--- config.mk ---
export PLATFORM = sky130hd
export DESIGN_NAME = hssaer_tx_arbiter
export DESIGN_NICKNAME = d
export VERILOG_FILES = /design/src/rtl/hssaer_pkg.sv /design/src/rtl/hssaer_rr_pick.sv /design/src/rtl/hssaer_tx_arbiter.sv
export SDC_FILE = /design/constraint.sdc
export NUM_CORES = 1
export LEC_CHECK = 0
export ABC_CLOCK_PERIOD_IN_PS = 3900
export CAP_MARGIN = 20
export CORE_MARGIN = 4
export CORE_UTILIZATION = 42
export DETAILED_ROUTE_END_ITERATION = 8
export PLACE_DENSITY = 0.81
export SYNTH_ARGS = -nofsm -noshare
export SYNTH_HDL_FRONTEND = slang
export SYNTH_SLANG_ARGS = --single-unit
--- constraint.sdc ---
create_clock -name clkp -period 3.9 [get_ports clkp]
set_input_delay 0.78 -clock clkp [delete_from_list [all_inputs] [get_ports clkp]]
set_output_delay 0.78 -clock clkp [all_outputs]
set_load 0.01 [all_outputs]
--- src/rtl/hssaer_pkg.sv ---
// hssaer_pkg: constants and types shared by the HSSAER transmit-side arbiter.
//   HSSAER_DSIZE / HSSAER_IDW / HSSAER_NCH / HSSAER_KA_PERIOD : defaults
//   HSSAER_TAG_MSB / HSSAER_TAG_LSB : position of the channel tag in tx_ae
//   out_state_t : output register state (EMPTY / FULL)
//   next_ptr()  : round-robin pointer advance with wrap at nch-1
package hssaer_pkg;

  localparam int HSSAER_DSIZE     = 8;
  localparam int HSSAER_IDW       = 2;
  localparam int HSSAER_NCH       = 4;
  localparam int HSSAER_KA_PERIOD = 1024;

  // The tag sits in the MSBs of the merged event; payload fills the rest.
  localparam int HSSAER_TAG_MSB = HSSAER_DSIZE - 1;
  localparam int HSSAER_TAG_LSB = HSSAER_DSIZE - HSSAER_IDW;

  typedef enum logic {
    OUT_EMPTY = 1'b0,
    OUT_FULL  = 1'b1
  } out_state_t;

  // Next search start after serving channel idx.
  function automatic int next_ptr(input int idx, input int nch);
    return (idx == nch - 1) ? 0 : idx + 1;
  endfunction

endpackage

--- src/rtl/hssaer_rr_pick.sv ---
// hssaer_rr_pick: combinational rotate-priority picker.
// Scans channels starting at ptr, upward, wrapping NCH-1 -> 0, and returns the
// first channel whose req and en are both high.
//   req    in  NCH  request vector
//   en     in  NCH  enable mask (disabled channels never win)
//   ptr    in  IDW  first channel to consider (must be < NCH)
//   onehot out NCH  one-hot winner, all zero if none
//   idx    out IDW  binary winner index, 0 if none
//   any    out 1    a winner exists
module hssaer_rr_pick #(
  parameter int NCH = 4,
  parameter int IDW = 2
) (
  input  logic [NCH-1:0] req,
  input  logic [NCH-1:0] en,
  input  logic [IDW-1:0] ptr,
  output logic [NCH-1:0] onehot,
  output logic [IDW-1:0] idx,
  output logic           any
);

  always_comb begin
    logic [IDW:0]   sum;
    logic [IDW-1:0] c;
    onehot = '0;
    idx    = '0;
    any    = 1'b0;
    sum    = '0;
    c      = '0;
    for (int k = 0; k < NCH; k++) begin
      // One extra bit holds ptr+k before the wrap back into 0..NCH-1.
      sum = {1'b0, ptr} + (IDW+1)'(k);
      if (sum >= (IDW+1)'(NCH)) sum = sum - (IDW+1)'(NCH);
      c = sum[IDW-1:0];
      if (!any && req[c] && en[c]) begin
        any       = 1'b1;
        onehot[c] = 1'b1;
        idx       = c;
      end
    end
  end

endmodule

--- src/rtl/hssaer_tx_arbiter.sv ---
// hssaer_tx_arbiter: round-robin merge of NCH AER sources onto one HSSAER
// serial transmitter. Each granted event is tagged with its channel index in
// the MSBs and held in a one-entry output register.
//
// Handshake (both sides): a transfer happens at a rising clkp edge where
// src_rdy and dst_rdy are both high; a source holds data and src_rdy until
// accepted. The output register is EMPTY (tx_src_rdy=0) or FULL
// (tx_src_rdy=1); a load only happens from EMPTY, so ch_dst_rdy never depends
// combinationally on tx_dst_rdy. tx_src_rdy is the registered FSM state.
//
// Optional feature macro: HSSAER_TXARB_KEEPALIVE_EN enables the idle timer
// that pulses keepalive after KA_PERIOD idle cycles; otherwise keepalive = 0.
//
// Ports:
//   clkp        in  1               clock, rising edge
//   _rst        in  1               asynchronous active-low reset
//   ch_ae       in  NCH*(DSIZE-IDW) channel payloads, channel i at [i*CW +: CW]
//   ch_src_rdy  in  NCH             channel event valid
//   ch_dst_rdy  out NCH             channel event accepted this edge
//   ch_en       in  NCH             channel enable mask
//   tx_ae       out DSIZE           merged event {tag, payload}
//   tx_src_rdy  out 1               tx_ae valid
//   tx_dst_rdy  in  1               transmitter ready
//   keepalive   out 1               one-cycle keepalive request
//   grant_id    out IDW             tag of the last loaded channel
module hssaer_tx_arbiter
  import hssaer_pkg::*;
#(
  parameter int DSIZE     = HSSAER_DSIZE,
  parameter int IDW       = HSSAER_IDW,
  parameter int NCH       = HSSAER_NCH,
  parameter int KA_PERIOD = HSSAER_KA_PERIOD
) (
  input  logic                       clkp,
  input  logic                       _rst,
  input  logic [NCH*(DSIZE-IDW)-1:0] ch_ae,
  input  logic [NCH-1:0]             ch_src_rdy,
  output logic [NCH-1:0]             ch_dst_rdy,
  input  logic [NCH-1:0]             ch_en,
  output logic [DSIZE-1:0]           tx_ae,
  output logic                       tx_src_rdy,
  input  logic                       tx_dst_rdy,
  output logic                       keepalive,
  output logic [IDW-1:0]             grant_id
);

  localparam int CW = DSIZE - IDW;

  if (NCH < 2 || NCH > (1 << IDW) || KA_PERIOD < 2 || DSIZE <= IDW) begin : g_bad_cfg
    $error("hssaer_tx_arbiter: illegal parameter combination");
  end

  out_state_t     state, state_nxt;
  logic [IDW-1:0] rr_ptr;
  logic [IDW-1:0] pick_idx;
  logic [NCH-1:0] pick_onehot;
  logic           pick_any;
  logic           load;

  hssaer_rr_pick #(
    .NCH (NCH),
    .IDW (IDW)
  ) u_pick (
    .req    (ch_src_rdy),
    .en     (ch_en),
    .ptr    (rr_ptr),
    .onehot (pick_onehot),
    .idx    (pick_idx),
    .any    (pick_any)
  );

  always_ff @(posedge clkp or negedge _rst) begin
    if (!_rst) state <= OUT_EMPTY;
    else       state <= state_nxt;
  end

  always_comb begin
    state_nxt  = state;
    ch_dst_rdy = '0;
    load       = 1'b0;
    case (state)
      OUT_EMPTY: begin
        // Acknowledge is suppressed while reset is asserted so no source sees
        // a handshake that the register will not capture.
        if (pick_any && _rst) begin
          ch_dst_rdy = pick_onehot;
          load       = 1'b1;
          state_nxt  = OUT_FULL;
        end
      end
      OUT_FULL: begin
        if (tx_dst_rdy) state_nxt = OUT_EMPTY;
      end
      default: state_nxt = OUT_EMPTY;
    endcase
  end

  assign tx_src_rdy = (state == OUT_FULL);

  always_ff @(posedge clkp or negedge _rst) begin
    if (!_rst) begin
      tx_ae    <= '0;
      grant_id <= '0;
      rr_ptr   <= '0;
    end else if (load) begin
      tx_ae    <= {pick_idx, ch_ae[int'(pick_idx)*CW +: CW]};
      grant_id <= pick_idx;
      rr_ptr   <= IDW'(next_ptr(int'(pick_idx), NCH));
    end
  end

`ifdef HSSAER_TXARB_KEEPALIVE_EN
  localparam int KAW = $clog2(KA_PERIOD);

  logic [KAW-1:0] ka_cnt;
  logic           ka_pulse;

  // Counts only idle EMPTY cycles; holds while FULL, clears on any load.
  always_ff @(posedge clkp or negedge _rst) begin
    if (!_rst) begin
      ka_cnt   <= '0;
      ka_pulse <= 1'b0;
    end else begin
      ka_pulse <= 1'b0;
      if (load) begin
        ka_cnt <= '0;
      end else if (state == OUT_EMPTY) begin
        if (ka_cnt == KAW'(KA_PERIOD - 1)) begin
          ka_cnt   <= '0;
          ka_pulse <= 1'b1;
        end else begin
          ka_cnt <= ka_cnt + 1'b1;
        end
      end
    end
  end

  assign keepalive = ka_pulse;
`else
  assign keepalive = 1'b0;
`endif

endmodule
**Yosys cells after proc, flatten, opt, wreduce, memory -nomap -nowiden**

Index checks and enable logic that the tools add are counted.

- Register bits after elaboration: 13
- Input bits: 35
- Output and inout port bits: 16
- Word-level logic and storage cells: 93

- $add $sub $neg: 8
- Multiply operators: 1
- Magnitude comparators: 12
- Equal/unequal tests: 1
- Shifts and indexed selects: 1
- Multiplexer cells: 47
- Bitwise operators: 4
- Reductions and logical operators: 15

Operators by type and width:

| cell | number |
|---|---|
| 4-bit 2-to-1 mux | 6 |
| 24-bit by 6-bit indexed part select with 6-bit output | 1 |
| 1-bit 2-to-1 mux | 19 |
| 2-bit 2-to-1 mux | 9 |
| 1-bit binary-select mux with 2-bit select | 8 |
| 1-bit logical AND | 12 |
| 2-bit by 3-bit < comparator with 1-bit output (second input constant) | 4 |
| 4-bit OR | 3 |
| 3-bit greater-or-equal comparator (second input constant) | 3 |
| 1-bit demux with 2-bit select | 4 |
| 2-bit by 1-bit greater-or-equal comparator with 1-bit output (second input constant) | 4 |
| 2-bit by 1-bit subtractor with 2-bit output (second input constant) | 4 |
| 2-bit by 2-bit adder with 3-bit output (second input constant) | 2 |
| 2-bit by 2-bit multiplier with 4-bit output (second input constant) | 1 |
| 2-bit by 1-bit adder with 3-bit output (second input constant) | 1 |
| 2-bit by 3-bit greater-or-equal comparator with 1-bit output (second input constant) | 1 |
| 1-bit zero test | 3 |
| 2-bit by 1-bit adder with 2-bit output (second input constant) | 1 |
| 2-bit by 1-bit equality test with 1-bit output (second input constant) | 1 |
| 1-bit case mux with 2 select lines | 1 |
| 1-bit inverter | 1 |

**Depth between registers and ports, before layout**

- Depth after elaboration: 21
- Mapped depth: 11
- Mapped depth without buffers: 9

**Cells and area by module**

A second synthesis with hierarchy kept.

- Cell total of the unflattened synthesis: 120
- Area, all modules: 1,214.9 sq um

By module, submodules not included:

| module | instances | cells each | area an instance (sq um) | seq. area each (sq um) |
|---|---|---|---|---|
| hssaer_tx_arbiter | 1 | 44 | 660.6 | 275.3 |
| hssaer_rr_pick | 1 | 76 | 554.3 | 0.0 |

**Worst setup path after synthesis**

OpenSTA, ideal clock, no wires.

- Path kind: reg2out
- Start: register rr_ptr[0]
- End: output ch_dst_rdy[1]
- Arrival time: 2,208 ps
- Data required time: 3,120 ps
- Setup slack: 912 ps
- Cell stages (with the launch flop): 11
- Buffers on the path: 1
- Cells stage by stage: dfrtp_1 > buf_6 > inv_1 > ha_1 > nand4b_1 > o31a_1 > nand3_4 > nor2_1 > a22o_1 > mux2i_1 > a21oi_1

- Longest elaborated chain between the ends: 21
- Elaborated cells between the ends (all ways): 75
- Classes of those cells: add/sub: 7; order compare: 12; mux: 38; bitwise: 3; reduce/logical: 15

RTL lines:

| what | RTL line | RTL |
|---|---|---|
| start: declaration | hssaer_tx_arbiter.sv:54 | `logic [IDW-1:0] rr_ptr;` |
| start signal: assignment | hssaer_tx_arbiter.sv:108 | `rr_ptr <= IDW'(next_ptr(int'(pick_idx), NCH));` |
| branches (longest 19 deep; another with 2-bit by 1-bit adder with 3-bit output) | n/a |  |
| 4-bit 2-to-1 mux * | hssaer_tx_arbiter.sv:85 | `if (pick_any && _rst) begin` |
| 4-bit 2-to-1 mux * | hssaer_tx_arbiter.sv:81 | `case (state)` |
| end: declaration | hssaer_tx_arbiter.sv:38 | `output logic [NCH-1:0] ch_dst_rdy,` |

Every way passes the cells marked *. The select of a mux whose other input is x is not followed.

**Final worst setup path**

- Start: input ch_en[1]
- End: output ch_dst_rdy[1]

- Longest elaborated chain between the ends: 19
- Elaborated cells between the ends (all ways): 32
- Classes of those cells: mux: 18; bitwise: 3; reduce/logical: 11

RTL lines:

| what | RTL line | RTL |
|---|---|---|
| start: declaration | hssaer_tx_arbiter.sv:39 | `input logic [NCH-1:0] ch_en,` |
| 1-bit binary-select mux with 2-bit select | hssaer_rr_pick.sv:35 | `if (!any && req[c] && en[c]) begin` |
| 1-bit 2-to-1 mux (implied by the code) | hssaer_rr_pick.sv:35 |  |
| 1-bit logical AND | hssaer_rr_pick.sv:35 |  |
| 1-bit 2-to-1 mux | hssaer_rr_pick.sv:35 |  |
| 1-bit zero test | hssaer_rr_pick.sv:35 |  |
| 1-bit logical AND (2 in series) | hssaer_rr_pick.sv:35 |  |
| 1-bit 2-to-1 mux | hssaer_rr_pick.sv:35 |  |
| 1-bit zero test | hssaer_rr_pick.sv:35 |  |
| 1-bit logical AND (2 in series) | hssaer_rr_pick.sv:35 |  |
| 1-bit 2-to-1 mux | hssaer_rr_pick.sv:35 |  |
| 1-bit zero test | hssaer_rr_pick.sv:35 |  |
| 1-bit logical AND (2 in series) | hssaer_rr_pick.sv:35 |  |
| 1-bit 2-to-1 mux | hssaer_rr_pick.sv:35 |  |
| 1-bit logical AND | hssaer_tx_arbiter.sv:85 |  |
| 4-bit 2-to-1 mux * | hssaer_tx_arbiter.sv:85 |  |
| 4-bit 2-to-1 mux * | hssaer_tx_arbiter.sv:81 |  |

Mark *: on every way between the ends. The rest lies on a longest branch, timed or not. The select of a mux whose other input is x is not followed.

==> flow_summary.yaml <==
outcome:
  outcome: "completed"
clocking:
  postCtsSetupBuffers: 0
  root_buffer: "clkbuf_4"
  cts_tree: "yes"
  clk_latency_ps: 260
  htreeDepth: 1
  clk_pin_slew_ps: 70
  cts.sinks: 11
  clockBufferDepth: 2
  cts_made_buffers: 3
floorplan:
  start_util: 0.450
  fp.dieW_um: 60.0
  ios: 51
  coreArea_mm2: 0.00252
  die_area_mm2: 0.00360
  row_count: 18
  fp.dieH_um: 60.0
placed_design:
  port_buffers: 49
  preCtsSetupSlack_ps: -13.0
  routabilityCongestion: 0.834
  dp_hpwl_mm: 2.40
worst_setup_path:
  path_delay_family: "buffers and inverters"
  crit_arrival_ps: 2970
  cpMostUsedCell: "clkdlybuf4s50_1"
  startpoint_type: "input pin"
  max_stage_delay_ps: 560
  setup.worst_path.class: "input pin to output port"
  cp.required_ps: 3120
  cpMaxStageDelayCell: "clkdlybuf4s50_1"
  worst_setup_path_end_kind: "output port"
  worstPathCellList: "clkdlybuf4s50_1, nand2_1, mux4_2, nor2_4, a22o_1, mux2i_1, a21oi_1, clkdlybuf4s50_1"
  cp.depth: 8
  reg2reg_depth: 9
  worstPathMaxFanout: 4
  worst-path-buf-inv: 2
final_layout:
  nNetsFinal: 214
  layout_common_cells: "48 x clkdlybuf4s50_1, 18 x nand2_1, 12 x mux2i_1, 10 x dfrtp_1, 8 x ha_1"
  insertedDiodeCount: 0
  final_common_cell: "clkdlybuf4s50_1"
  syn_to_final_growth_pct: 48.7
  drive_gt1_frac: 0.171
min_path:
  hp-class: "flop to flop"
  whs_path_depth: 2
sta:
  period_share: 0.963
  hold_viol: 0
  setup_viol: 0
  clock_skew_ps: 5.61
  tns_ps: 0
  layout_min_cycle_time_ps: 3750
  clock.fmax_mhz: 266
  max_slew_margin: 0.631
  rsz0062_at_grt: "false"
  tightest_slew_ps: 552
  setup_ws_ps: 146
  drv_slew: 0
synthesis:
  synth_seq_cells: 11
  synth_edf_count: 0
  syn_nets: 160
  synth_top_area_share: 0.242
  synthFlopType: "dfrtp_1"
  seq_area_frac_synth: 0.242
  yosysWarningCount: 0
  syn_area_mm2: 0.00114
  synthTopCellsByArea: "dfrtp_1 24%, mux2i_1 11%, ha_1 8.8%"
  async_flop_share: 1.00
  synth_area_leader_cell: "dfrtp_1"
  synth_cell_types: 41
  syn_avg_cell_area_um2: 9.71
  syn_inst: 117
drt:
  vias: 1085
  routedWlPerCell_um: 15.2
  ant_nets: 0
  firstDrtPassIters: 4
  remaining_drc_errors: 0
  wirelength_mm: 3.04
  vias_per_cell: 5.43
  drtIter0Drc: 58
power:
  peakVddDrop_v: 0.000420
  clockPowerShare: 0.075
  switchingPower_uw: 427
  p_int_uw: 581
  p_comb_frac: 0.714
  leakagePower_uw: 0.000739
  powerDensity_mw_per_mm2: 597
  p_seq_frac: 0.211
  sw_frac_of_total: 0.424
job:
  drv_cap: 0
global_route:
  grt_pass1_wl_mm: 5.08
  antenna_found_initial: 0
  first_global_vias: 1149
  grt_max_degree: 19
  groute.usage.overall: 0.181
  gr-total-overflow: 0
-- cell usage after synthesis (all sizes together), types with 3 or more instances --
master,count
nand2,18
mux2i,12
dfrtp,11
ha,8
a21oi,7
buf,7
mux2,5
nand3,5
a22o,4
nor2,4
o221ai,4
inv,3
nand2b,3
-- kinds of logic after synthesis --
logic type / Yosys count / share of synthesized area
simple gates: 39 / 0.187
buf+inv: 10 / 0.0694
compound gates: 30 / 0.228
fa+ha+maj: 8 / 0.0881
mux: 18 / 0.182
flops: 11 / 0.242
other cells: 1 / 0.00330
-- power groups by stage --
stage / Clock (uW) / Combinational, uW / Sequential [uW]
after global routing: 85.9 / 780 / 221
after global placement: 0 / 688 / 211
after floorplan: 0 / 479 / 232
after detailed placement: 0 / 713 / 208
final: 75.5 / 720 / 213
after CTS: 77.3 / 717 / 213
-- timing repair --
item                                    4_1_cts  5_1_grt
endpoints found under the setup margin        4        4
hold buffers                                  0        0
resized for setup                             2        4
-- final cells by class --
type | count | area (um^2)
fillers | 229 | 833
multi-input cells | 96 | 792
repair buffers | 56 | 546
flip-flops and latches | 11 | 277
well taps | 30 | 37.5
clock buffers | 4 | 26.3
inverters | 3 | 11.3
-- final timing paths --
check	endpoint	slack, ps	start
hold / removal	tx_ae[2]$_DFFE_PN0P_	500	tx_ae[2]$_DFFE_PN0P_
setup reg to reg	tx_ae[5]$_DFFE_PN0P_	950	rr_ptr[1]$_DFFE_PN0P_
min in group asynchronous	tx_ae[6]$_DFFE_PN0P_	850	_rst
max in group asynchronous	rr_ptr[1]$_DFFE_PN0P_	2880	_rst
hold reg to reg	tx_ae[2]$_DFFE_PN0P_	500	tx_ae[2]$_DFFE_PN0P_
setup / recovery	ch_dst_rdy[1]	150	ch_en[1]
-- per-layer routing --
metal,track usage,share of wire,vias to the layer above
met1,0.227,0.43,501
met3,0.0302,0.065,2
li1,-,-,543
met2,0.318,0.50,39
met5,0,0,-
met4,0.0475,0.0033,0
-- worst reg2reg max path, cell delays in order (launching register included) --
cell      delay [ps]
dfrtp_2          480
inv_2            130
ha_1             440
nand4b_1         150
o31a_1           180
nand3_4          140
nor2b_4          170
o311ai_4         490
mux2_2           400
o221a_2          270
-- through the flow --
step / cells / area (um^2) / utilization / total power, uW / hold slack [ps]
global route: 200 / 1690 / 0.670 / 1090 / 523
floorplan: 117 / 1140 / - / 711 / 484
detailed placement: 196 / 1650 / 0.656 / 921 / 480
finish: 200 / 1690 / 0.670 / 1010 / 502
global placement: 196 / 1650 / 0.656 / 899 / 490
CTS: 200 / 1680 / 0.668 / 1010 / 505
-- state kept, by name (all words and copies together), names as in the netlist --
register and count:
grant_id 1, rr_ptr 2, tx_ae 7, tx_src_rdy 1
Power figures use the tool's default switching activity.
